### config.mk
export PLATFORM = sky130hd
export DESIGN_NAME = sar_search_flat
export DESIGN_NICKNAME = d
export VERILOG_FILES = /design/src/rtl/sar_search_pkg.sv /design/src/rtl/sar_search_if.sv /design/src/rtl/sar_settle_counter.sv /design/src/rtl/sar_search.sv /design/src/flat_wrapper.sv
export SDC_FILE = /design/constraint.sdc
export NUM_CORES = 1
export LEC_CHECK = 0
export CAP_MARGIN = 20
export CORE_AREA = 5 5 46 48
export CTS_BUF_LIST = sky130_fd_sc_hd__clkbuf_8
export DETAILED_ROUTE_END_ITERATION = 8
export DIE_AREA = 0 0 51 53
export GPL_TIMING_DRIVEN = 0
export HOLD_SLACK_MARGIN = 0.03
export PLACE_DENSITY = 0.8
export SYNTH_ARGS = -nofsm -noshare
export SYNTH_HDL_FRONTEND = slang
export SYNTH_SLANG_ARGS = --single-unit
### constraint.sdc
create_clock -name clk -period 2 [get_ports clk]
set_input_delay 0.3 -clock clk [delete_from_list [all_inputs] [get_ports clk]]
set_output_delay 0.3 -clock clk [all_outputs]
set_load 0.01 [all_outputs]
### src/rtl/sar_search_pkg.sv
// Shared types and constants for the successive-approximation search controller.
package sar_search_pkg;

    typedef enum logic [1:0] {
        ST_IDLE  = 2'd0,
        ST_PROBE = 2'd1,
        ST_DONE  = 2'd2
    } state_e;

    // Comparator flags packed as {eq, gt, lt}.
    localparam logic [2:0] FLAG_EQ = 3'b100;
    localparam logic [2:0] FLAG_GT = 3'b010;
    localparam logic [2:0] FLAG_LT = 3'b001;

    function automatic logic is_one_hot(input logic [2:0] flags);
        return (flags == FLAG_EQ) || (flags == FLAG_GT) || (flags == FLAG_LT);
    endfunction

endpackage

### src/rtl/sar_search_if.sv
// Search bus: start/result handshake towards control plus the comparator operand and flags.
interface sar_search_if #(
    parameter int WIDTH = 4
) ();
    logic             start;
    logic             eq;
    logic             gt;
    logic             lt;
    logic [WIDTH-1:0] probe;
    logic             busy;
    logic             done;
    logic [WIDTH-1:0] result;
    logic             found;
    logic             err;

    modport master (
        output start, eq, gt, lt,
        input  probe, busy, done, result, found, err
    );

    modport slave (
        input  start, eq, gt, lt,
        output probe, busy, done, result, found, err
    );
endinterface

### src/rtl/sar_settle_counter.sv
// Settle timer: counts 0..SETTLE-1 while enabled and strobes sample on the last count.
module sar_settle_counter #(
    parameter int SETTLE = 1
) (
    input  logic clk,
    input  logic rst_n,
    input  logic clear,
    input  logic enable,
    output logic sample
);
    localparam int CW = (SETTLE > 1) ? $clog2(SETTLE) : 1;
    localparam logic [CW-1:0] LAST = CW'(SETTLE - 1);

    logic [CW-1:0] count;

    assign sample = enable && (count == LAST);

    // NOTE: sequential state uses non-blocking assignments so every register sees pre-edge values.
    always_ff @(posedge clk or negedge rst_n) begin
        if (!rst_n) begin
            count <= '0;
        end else if (clear) begin
            count <= '0;
        end else if (enable) begin
            count <= (count == LAST) ? '0 : count + CW'(1);
        end
    end
endmodule

### src/rtl/sar_search.sv
// MSB-first successive-approximation search driving operand B of an external comparator.
// Define SAR_EARLY_EXIT_EN to end the search on the first eq sample.
module sar_search
    import sar_search_pkg::*;
#(
    parameter int WIDTH  = 4,
    parameter int SETTLE = 1
) (
    input  logic clk,
    input  logic rst_n,
    sar_search_if.slave bus
);
    localparam int KW = (WIDTH > 1) ? $clog2(WIDTH) : 1;
    localparam logic [1:0] IDLE  = ST_IDLE;
    localparam logic [1:0] PROBE = ST_PROBE;
    localparam logic [1:0] DONE  = ST_DONE;
    localparam logic [WIDTH-1:0] MSB = WIDTH'(1) << (WIDTH - 1);

    logic [1:0]       state;
    logic [KW-1:0]    k;
    logic [WIDTH-1:0] probe_q, result_q, mask, probe_upd;
    logic             busy_q, done_q, found_q, err_q;
    logic             sample;
    logic [2:0]       flags;

    assign flags      = {bus.eq, bus.gt, bus.lt};
    assign mask       = WIDTH'(1) << k;
    // Only a lt verdict drops the trial bit; gt and eq both keep it.
    assign probe_upd  = (flags == FLAG_LT) ? (probe_q & ~mask) : probe_q;

    assign bus.probe  = probe_q;
    assign bus.result = result_q;
    assign bus.busy   = busy_q;
    assign bus.done   = done_q;
    assign bus.found  = found_q;
    assign bus.err    = err_q;

    sar_settle_counter #(.SETTLE(SETTLE)) u_settle (
        .clk    (clk),
        .rst_n  (rst_n),
        .clear  (state != PROBE),
        .enable (state == PROBE),
        .sample (sample)
    );

    always_ff @(posedge clk or negedge rst_n) begin
        if (!rst_n) begin
            state    <= IDLE;
            k        <= '0;
            probe_q  <= '0;
            result_q <= '0;
            busy_q   <= 1'b0;
            done_q   <= 1'b0;
            found_q  <= 1'b0;
            err_q    <= 1'b0;
        end else begin
            case (state)
                IDLE: begin
                    done_q <= 1'b0;
                    if (bus.start) begin
                        state   <= PROBE;
                        probe_q <= MSB;
                        k       <= KW'(WIDTH - 1);
                        found_q <= 1'b0;
                        err_q   <= 1'b0;
                        busy_q  <= 1'b1;
                    end
                end
                PROBE: begin
                    if (sample) begin
                        if (!is_one_hot(flags)) begin
                            err_q    <= 1'b1;
                            found_q  <= 1'b0;
                            result_q <= probe_q;
                            done_q   <= 1'b1;
                            state    <= DONE;
                        end else begin
                            if (flags == FLAG_EQ) found_q <= 1'b1;
`ifdef SAR_EARLY_EXIT_EN
                            if (flags == FLAG_EQ) begin
                                result_q <= probe_q;
                                done_q   <= 1'b1;
                                state    <= DONE;
                            end else
`endif
                            if (k == '0) begin
                                result_q <= probe_upd;
                                done_q   <= 1'b1;
                                state    <= DONE;
                            end else begin
                                // Resolve bit k and trial-set bit k-1 in the same edge.
                                probe_q <= probe_upd | (mask >> 1);
                                k       <= k - KW'(1);
                            end
                        end
                    end
                end
                DONE: begin
                    done_q <= 1'b0;
                    busy_q <= 1'b0;
                    state  <= IDLE;
                end
                default: state <= IDLE;
            endcase
        end
    end
endmodule

### src/flat_wrapper.sv
// flat-port wrapper written by rule: the top's interface ports become plain ports
module sar_search_flat import sar_search_pkg::*;
#(
    parameter int WIDTH  = 4,
    parameter int SETTLE = 1
)
  (clk, rst_n, bus_start, bus_eq, bus_gt, bus_lt, bus_probe, bus_busy, bus_done, bus_result, bus_found, bus_err);
  sar_search_if #(.WIDTH(WIDTH)) bus_i ();
  input  logic clk;
  input  logic rst_n;
  input wire logic [$bits(bus_i.start)-1:0] bus_start;
  input wire logic [$bits(bus_i.eq)-1:0] bus_eq;
  input wire logic [$bits(bus_i.gt)-1:0] bus_gt;
  input wire logic [$bits(bus_i.lt)-1:0] bus_lt;
  output wire logic [$bits(bus_i.probe)-1:0] bus_probe;
  output wire logic [$bits(bus_i.busy)-1:0] bus_busy;
  output wire logic [$bits(bus_i.done)-1:0] bus_done;
  output wire logic [$bits(bus_i.result)-1:0] bus_result;
  output wire logic [$bits(bus_i.found)-1:0] bus_found;
  output wire logic [$bits(bus_i.err)-1:0] bus_err;
  assign bus_i.start = bus_start;
  assign bus_i.eq = bus_eq;
  assign bus_i.gt = bus_gt;
  assign bus_i.lt = bus_lt;
  assign bus_probe = bus_i.probe;
  assign bus_busy = bus_i.busy;
  assign bus_done = bus_i.done;
  assign bus_result = bus_i.result;
  assign bus_found = bus_i.found;
  assign bus_err = bus_i.err;
  sar_search #(.WIDTH(WIDTH), .SETTLE(SETTLE)) u_core (.clk(clk), .rst_n(rst_n), .bus(bus_i));
endmodule
==> flow_summary.ini <==
[route]
dr_total_vias = 565
drt-pass1-iter-count = 4
routed_wl_mm = 1.494
drc = 0
via_per_inst = 5.433
drtIter0Drc = 8
detail-route-antenna-nets = 0
wl_per_cell_um = 14.37

[final_layout]
drive_gt1_share_pct = 11.49
n_antenna_cell = 0
synthToLayoutAreaGrowth_pct = 32.03
final_nets = 98

[synth]
avgSynthCellArea_um2 = 11.66
yosysMostFrequentCell = dfrtp_1
synth_edf_count = 0
yosysUniqueCellTypes = 25
synth-async-reset-ratio_pct = 100.0
yosys.area_share.simple_pct = 8.780
synth_cells = 66
yosys.area.top_type_share_pct = 52.03
synth.net_count = 76
yosys-top-cells-count = dfrtp_1 (16), inv_1 (7), a21oi_1 (4), ha_1 (4)
synth_top_family_by_area = compound AO/OA/AOI/OAI gates
synth_xor_area_share_pct = 1.138
muxShareOfSynthArea_pct = 8.455
synth_compound_area_share_pct = 18.21
yosys.area.top_type = dfrtp_1
synth_flop_cell = dfrtp_1
synth_top_cells_by_area = dfrtp_1 (52%), ha_1 (6.5%), mux2_4 (5.9%), inv_1 (3.4%), a21boi_0 (2.9%)
synth.cell_area_um2 = 769.5
yosys.area_share.adder_pct = 6.504
seq_area_frac_synth_pct = 52.03
synth_warnings = 0
synth_seq_cells = 16

[setup_path]
cp_slowest_cell = dfrtp_1
crit_chain = inv_1 > ha_1 > nor3b_1 > a32o_1 > nor2_1 > a21bo_2
cp-end-kind = register
critPathArrivalTime_ns = 1.90
timing.rr.end = u_core.bus.probe[2]
rr_worst_depth = 6
rrSetupSlack_ns = 0.24
start_kind = register
crit_end = u_core.bus.probe[2]
r2r_start = u_core.k[0]
cp_max_fo = 7
crit_type = reg -> reg
cp_data_required_time_ns = 2.14
crit_start = u_core.k[0]
critPathMaxStageDelay_ns = 0.38

[outcome]
status = finished, final reports clean

[global_routing]
antenna_found_initial = 0
grt_pass1_wl_mm = 2.622
gr-total-overflow = 0
grt_max_degree = 17
grt_pass1_vias = 568
grt_util_all_layers_pct = 13.80

[flow_run]
drv_cap = 0

[floorplanning]
row_count = 15
dieWidth_um = 51
core_mm2 = 0.001670
start_util_pct = 46.07
io_pins = 18
fp.dieArea_mm2 = 0.002703
die_y_um = 53

[timing]
skew_ns = 0.001742
hold_violations = 0
final_max_slew_viol_count = 0
rsz0062_at_grt = no
slew_headroom_pct = 53.04
worst_slew_pin_slew_ns = 0.7022
finalSetupViolCount = 0
tns_ns = 0
finalCriticalPeriod_ns = 1.756
fin_crit_sh_pct = 87.79
clock.fmax_ghz = 0.5695
setup_slack_ns = 0.2441

[pwr]
leakage_nw = 0.4828
ir_drop_uv = 742.5
power_density_mw_per_mm2 = 1420
finalPower_mw = 1.443

[cts]
clockBufferDepth = 2
clk_pin_slew_ns = 0.06
cts_resized = 0
htree_num_levels = 1
insertion_delay_ns = 0.25
root_buffer = clkbuf_8
cts_tree = built
post-cts-setup-buffers = 0
clock-sinks = 16
cts-buffers-inserted = 3
ctsHoldBuffers = 0

[placed_design]
gp_congestion = 0.7316
place_ws_ns = 0.003219
place_hpwl_mm = 1.125
port_buffers = 17

[hold_path]
hold_class = in -> async
-- how the worst min path moves through the flow --
stage                     from  cells past startpoint                   end  slack, ns
6_report                 rst_n                      1  u_core.bus.result[1]       0.47
5_1_grt        u_core.bus.done                      1       u_core.bus.done       0.52
4_1_cts        u_core.bus.done                      1       u_core.bus.done       0.48
3_5_place_dp   u_core.bus.done                      1       u_core.bus.done       0.47
3_3_place_gp   u_core.bus.done                      1       u_core.bus.done       0.47
2_1_floorplan            rst_n                      0       u_core.bus.busy      0.004
-- per-stage QoR --
stage | utilization [%] | hold WS [ns] | area, um2 | cells
6_report | 60.82 | 0.4739 | 1016 | 104
5_1_grt | 60.82 | 0.5169 | 1016 | 104
4_1_cts | 60.82 | 0.4822 | 1016 | 104
3_5_place_dp | 57.53 | 0.4675 | 960.9 | 100
3_3_place_gp | 57.53 | 0.4655 | 960.9 | 100
2_1_floorplan | - | 0.004409 | 769.5 | 66
-- state kept, by name, indices dropped and copies added, names as in the netlist --
register	flops
u_core.bus.result	4
u_core.k	2
u_core.state	2
u_core.bus.probe	4
u_core.bus.done	1
u_core.bus.err	1
u_core.bus.busy	1
u_core.bus.found	1
-- metal layers --
layer	GRT usage [%]	share of wire (%)	vias up
met2	23.61	49	11
met1	14.84	44	275
met4	9.417	2.9	0
li1	-	-	274
met3	3.662	4.6	5
met5	0	0	-
-- critical path: cells and delay by family (launching register included) --
family	cells	cell delay, ns
AO/OA/AOI/OAI	2	0.52
flip-flops	1	0.38
AND/OR/NAND/NOR	2	0.37
adder cells (fa/ha/maj)	1	0.28
buffers and inverters	1	0.10
-- cell families (layout without fill, tap and decap cells) --
kind of cell,count (synthesis),in the layout
adders and majority gates,4,4
xor gates and xnor gates,1,1
and+or+nand+nor,13,13
DFF,16,16
muxes,5,5
buffers and inverters,8,29
AOI/OAI and AO/OA,19,19
-- layout by cell type, fill, tap and decap left out, types with 2 or more instances in the layout --
| cell | synthesis | final |
|---|---|---|
| nand2_1 | 3 | 3 |
| a22o_1 | 2 | 2 |
| a21oi_1 | 4 | 4 |
| dfrtp_1 | 16 | 16 |
| nor3b_1 | 3 | 3 |
| a21boi_0 | 3 | 3 |
| clkbuf_8 | 0 | 4 |
| nor2_1 | 3 | 3 |
| clkdlybuf4s50_1 | 0 | 17 |
| inv_1 | 7 | 7 |
| o21ai_0 | 2 | 2 |
| a21bo_2 | 2 | 2 |
| mux2i_1 | 2 | 2 |
| mux2_4 | 3 | 3 |
| ha_1 | 4 | 4 |
-- cell type report --
cell class,count,area (um2)
inverters,7,26.28
flip-flops and latches,16,400.4
well taps,17,21.27
fillers,138,654.4
clock buffers,4,55.05
plain buffers,1,11.26
multi-input cells,42,331.6
repair buffers,17,170.2
-- power breakdown --
part	internal (mW)	switching [mW]
logic	0.348	0.273
registers	0.449	0.0905
clock network	0.175	0.108
Power figures use the tool's default switching activity.
==> RTL change 1: new RTL, config.mk and constraints unchanged <==
Make the reset (`rst_n`) synchronous in 2 clocked blocks.
--- a/src/rtl/sar_settle_counter.sv
+++ b/src/rtl/sar_settle_counter.sv
@@ -16,7 +16,7 @@
     assign sample = enable && (count == LAST);
 
     // NOTE: sequential state uses non-blocking assignments so every register sees pre-edge values.
-    always_ff @(posedge clk or negedge rst_n) begin
+    always_ff @(posedge clk) begin
         if (!rst_n) begin
             count <= '0;
         end else if (clear) begin
--- a/src/rtl/sar_search.sv
+++ b/src/rtl/sar_search.sv
@@ -43,7 +43,7 @@
         .sample (sample)
     );
 
-    always_ff @(posedge clk or negedge rst_n) begin
+    always_ff @(posedge clk) begin
         if (!rst_n) begin
             state    <= IDLE;
             k        <= '0;
Check against the original RTL: differs if rst_n is asserted again (counterexample within 4 cycles, from zero or initial values and one cycle with rst_n low); with rst_n held inactive, the same outputs for 10 cycles.
==> RTL change 1 against the original RTL <==
Worst setup slack worse by 0.12 ns; die area stayed put; clock skew is 0.0044 ns higher; critical path depth stayed put; sequential cell count stayed put; synthesized area is 2.4% lower; fmax is 6.4% lower; final cell count is 14% higher; count of clock-buffer cells in the layout stayed put; routed wire length is 15% higher; cell area is 0.62% lower; synthesized cell count is 23% higher.
Power is not compared: it rests on default switching activity, and its combinational part moved more than twofold at a synthesized area within 25%.
==> RTL change 1: results (changes against the original RTL) <==
Hold path
  – Hold crit path type: register to register (was input pin to asynchronous set/reset pin)

Power
  – Pleak: 0.3627 nW

Global routing
  – Met3 Track Usage GR: 6.197% (was 3.662%)
  – Grt met1 use: 15.62% (was 14.84%)
  – M2 GR Usage: 22.10% (was 23.61%)
  – Number of global-route vias before repair: 633 (was 568)
  – Largest net degree at the start of global routing: 11 (was 17)
  – GRT Overall Usage: 13.31% (was 13.80%)
  – First-pass GRT wire length: 2697 um (was 2622 um)

Yosys
  – Post-synth ARST share: 0% (was 100.0%)
  – Post-synth top cells: dfxtp_1, nand2_1, a21oi_1, inv_1 (was dfrtp_1, inv_1, a21oi_1, ha_1)
  – Synth Area in Adders: 6.667% (was 6.504%)
  – Xor/xnor share of the synthesized area: 1.167% (was 1.138%)
  – Sequential fraction of the synthesis area: 42.67% (was 52.03%)
  – Post-synth net total: 91 (was 76)
  – Synth Area in Compound Gates: 25.00% (was 18.21%)
  – Post-synthesis mux area share: 0% (was 8.455%)
  – Synth top area cells: dfxtp_1, ha_1, nand2_1 (was dfrtp_1, ha_1, mux2_4)
  – Most numerous cell in the Yosys netlist: dfxtp_1 (was dfrtp_1)

Detailed routing
  – DRT met1 WL: 748 um (was 652 um)
  – Met3 WL: 126 um (was 68 um)
  – Drt total wl: 1725 um (was 1494 um)
  – Routed vias/inst: 5.933 (was 5.433)
  – Initial detailed-routing violation count: 21 (was 8)

Place
  – Setup WS pre-CTS: -0.01298 ns (was 0.003219 ns)
  – HPWL after DPL: 1238 um (was 1125 um)
  – Routability cong.: 0.8505 (was 0.7316)

Worst setup path
  – Worst flop-to-flop path startpoint: u_core.k[1] (was u_core.k[0])
  – R2R setup slack: 0.12 ns (was 0.24 ns)
  – CP max FO: 8 (was 7)
  – CP max stage delay: 0.57 ns (was 0.38 ns)
  – CP max-delay cell: or4b_4 (was dfrtp_1)
  – Reg-to-Reg End: u_core.bus.probe[2] (unchanged)
  – Critical Path AT: 1.99 ns (was 1.90 ns)

Finish
  – Fin nets: 113 (was 98)
  – Filler Cells Inserted: 150 (was 138)
  – Layout cell share with drive strength beyond 1: 12.75% (was 11.49%)

Outcome
  – Status: complete, no violations (unchanged)

STA
  – Clock Skew: 0.006128 ns (was 0.001742 ns)
  – Final Slew Violations: 0 (unchanged)
## RTL change 1: changes by cell type in the layout (fill, tap and decap cells not counted), sizes merged, moves of 4 or more
cell	change
a21oi	+4
nand2	+8
dfxtp	+16
nand3	+4
dfrtp	-16
## RTL change 1: cells by family after synthesis
| kind of cell | count (synthesis) |
|---|---|
| buf+inv | 7 |
| xor+xnor | 1 |
| simple gates | 28 |
| flops | 16 |
| compound gates | 25 |
| fa+ha+maj | 4 |
## RTL change 1: worst max-delay path by stage
| stage | from | to | slack [ns] | depth (start not counted) |
|---|---|---|---|---|
| after global placement | bus_lt | u_core.bus.probe[1] | -0.04 | 5 |
| after detailed placement | bus_lt | u_core.bus.probe[1] | -0.01 | 5 |
| after floorplan | u_core.k[0] | u_core.bus.probe[2] | 0.25 | 6 |
| final | u_core.k[1] | u_core.bus.probe[2] | 0.12 | 6 |
| after global routing | u_core.k[0] | u_core.bus.probe[2] | 0.04 | 6 |
| after CTS | u_core.k[0] | u_core.k[1] | 0.1 | 6 |
## RTL change 1: per-stage QoR
stage	hold slack [ns]	std cells	power (mW)	cell area (um2)
floorplan	0.4334	81	0.4571	750.7
global placement	0.4426	115	0.5113	942.2
detailed placement	0.4488	115	0.5157	942.2
CTS	0.4578	119	0.7967	997.2
global route	0.4799	119	0.8425	1010
finish	0.4556	119	0.7994	1010
## RTL change 1: cell type report
type,instances,area share [%]
Multi-Input combinational cell,58,41.26
Sequential cell,16,31.72
Timing Repair Buffer,17,16.85
Clock buffer,4,5.452
Inverter,6,2.230
Tap cell,17,2.107
Buffer,1,0.3717
## RTL change 1: critical path, delay by kind of cell, from the launching register on
family | cells | cell delay, ns
simple gates | 2 | 0.75
fa+ha+maj | 1 | 0.22
buf+inv | 1 | 0.09
compound gates | 2 | 0.30
flops | 1 | 0.38
==> RTL change 2: new RTL, config.mk and constraints unchanged <==
Made on the original files. `WIDTH` is set to 4 in 3 places; all go to 2.
--- a/src/rtl/sar_search_if.sv
+++ b/src/rtl/sar_search_if.sv
@@ -1,6 +1,6 @@
 // Search bus: start/result handshake towards control plus the comparator operand and flags.
 interface sar_search_if #(
-    parameter int WIDTH = 4
+    parameter int WIDTH = 2
 ) ();
     logic             start;
     logic             eq;
--- a/src/rtl/sar_search.sv
+++ b/src/rtl/sar_search.sv
@@ -3,7 +3,7 @@
 module sar_search
     import sar_search_pkg::*;
 #(
-    parameter int WIDTH  = 4,
+    parameter int WIDTH  = 2,
     parameter int SETTLE = 1
 ) (
     input  logic clk,
--- a/src/flat_wrapper.sv
+++ b/src/flat_wrapper.sv
@@ -1,7 +1,7 @@
 // flat-port wrapper written by rule: the top's interface ports become plain ports
 module sar_search_flat import sar_search_pkg::*;
 #(
-    parameter int WIDTH  = 4,
+    parameter int WIDTH  = 2,
     parameter int SETTLE = 1
 )
   (clk, rst_n, bus_start, bus_eq, bus_gt, bus_lt, bus_probe, bus_busy, bus_done, bus_result, bus_found, bus_err);
Interface: changed (resized bus_probe and bus_result); port bits go from 18 to 14. The function was not compared with the original's and may differ.
==> RTL change 2 against the original RTL <==
Combinational power fell by 41%; sequential cell count shrank 5; count of clock-buffer cells in the layout fell by 1; power decreased by 32%; highest routed layer unchanged; worst hold slack got worse by 0.064 ns; routed wire length down 26%; critical path type is now input pin to register; cell area fell by 30%; synthesized area decreased by 33%; non-clock buffer count shrank 5; die area is the same; worst setup slack better by 0.069 ns.
==> RTL change 2: results (changes against the original RTL) <==
Place
  – Routability cong.: 0.7789 (was 0.7316)
  – HPWL after DPL: 813.3 um (was 1125 um)
  – Placed insts: 81 (was 100)
  – Port Buffer Count: 13 (was 17)

STA
  – Final Slew Violations: 0 (unchanged)
  – Clock Skew: 0.0003169 ns (was 0.001742 ns)
  – Slew @ Worst Pin: 0.5129 ns (was 0.7022 ns)

Yosys
  – Post-synth net total: 57 (was 76)
  – Synth cell types: 20 (was 25)
  – Post-synth top cells: dfrtp_1, a21oi_1, o21ai_0, nand2_1, nand2b_1 (was dfrtp_1, inv_1, a21oi_1, ha_1)
  – Synth top area cells: dfrtp_1, nand2b_1, a21oi_1 (was dfrtp_1, ha_1, mux2_4)
  – Syn Area/Cell: 10.13 um2 (was 11.66 um2)
  – Sequential fraction of the synthesis area: 53.27% (was 52.03%)

Clocking
  – TritonCTS Buffers: 3 (unchanged)
  – Worst-Skew Late Latency: 0.23 ns (was 0.25 ns)
  – Resize count post-CTS: 0 (unchanged)

Power
  – Pleak: 0.3141 nW (was 0.4828 nW)
  – VDD IR max: 511.7 uV (was 742.5 uV)

Detailed routing
  – Pre-antenna DRT Iters: 3 (was 4)
  – Via count: 435 (was 565)
  – Drt total wl: 1104 um (was 1494 um)
  – Initial detailed-routing violation count: 2 (was 8)

Finish
  – Fin nets: 75 (was 98)
  – Fin cells: 85 (was 104)
  – Layout cell share with drive strength beyond 1: 8.824% (was 11.49%)
  – Filler Cells Inserted: 166 (was 138)

Global routing
  – GRT Overall Usage: 9.610% (was 13.80%)
  – First-pass GRT wire length: 1869 um (was 2622 um)
  – Largest net degree at the start of global routing: 12 (was 17)

Worst setup path
  – Critical Path AT: 1.80 ns (was 1.90 ns)
  – CP max FO: 6 (was 7)

Outcome
  – Status: complete, no violations (unchanged)
RTL change 2: changes by cell type after synthesis, sizes merged, moves of 3 or more:
cell / delta
ha: -4
nand2b: +5
dfrtp: -5
inv: -5
a21boi: -3
o21ai: +5
a21oi: +3
RTL change 2: worst paths after layout:
path,startpoint,end,slack (ns),cells after the start
min reg2reg,u_core.bus.done,u_core.bus.done,0.49,1
min in group clk,u_core.bus.done,u_core.bus.done,0.49,1
min,rst_n,u_core.state[0],0.41,1
max,bus_eq,u_core.bus.result[0],0.31,5
max reg2reg,u_core.state[1],u_core.bus.result[0],0.70,3
max in group asynchronous,rst_n,u_core.bus.done,1.25,1
RTL change 2: where the power goes:
group | switching (mW) | internal [mW]
Combinational | 0.161 | 0.205
Sequential | 0.0832 | 0.313
Clock | 0.0782 | 0.134
Total | 0.322 | 0.652
RTL change 2: logic make-up (layout without fill, tap and decap cells):
| logic type | after synthesis | after routing | share of synthesized area (%) |
|---|---|---|---|
| AOI/OAI and AO/OA | 17 | 17 | 19.37 |
| xor gates and xnor gates | 1 | 1 | 1.695 |
| buffers and inverters | 2 | 19 | 1.453 |
| DFF | 11 | 11 | 53.27 |
| muxes | 2 | 2 | 4.842 |
| and+or+nand+nor | 18 | 18 | 19.37 |
RTL change 2: area by class of cell:
| type | instances | area share [%] |
|---|---|---|
| Clock buffer | 3 | 5.789 |
| Clock inverter | 1 | 0.5263 |
| Inverter | 2 | 1.053 |
| Multi-Input combinational cell | 38 | 32.81 |
| Sequential cell | 11 | 38.60 |
| Tap cell | 17 | 2.982 |
| Timing Repair Buffer | 13 | 18.25 |
RTL change 2: per-layer routing:
| metal | share of wire (%) | GRT usage, % | wire, um |
|---|---|---|---|
| met1 | 48 | 11.57 | 535 |
| met2 | 44 | 14.38 | 482 |
| met3 | 6.5 | 2.817 | 72 |
| met4 | 1.3 | 7.175 | 14 |
| met5 | 0 | 0 | 0 |
RTL change 2: through the flow:
step	area [um2]	util, %	setup slack, ns	hold slack, ns
global route	713.2	42.70	0.2383	0.4668
global placement	668.1	40.00	0.08237	0.4696
finish	713.2	42.70	0.3135	0.4102
detailed placement	668.1	40.00	0.06866	0.4816
floorplan	516.7	-	0.7017	0.004409
CTS	713.2	42.70	0.3073	0.4281
RTL change 2: critical path, cell delays in order:
cell and delay, ns:
clkdlybuf4s50_1 0.57, or3b_1 0.38, o21ai_2 0.11, a21oi_2 0.13, mux2_4 0.31
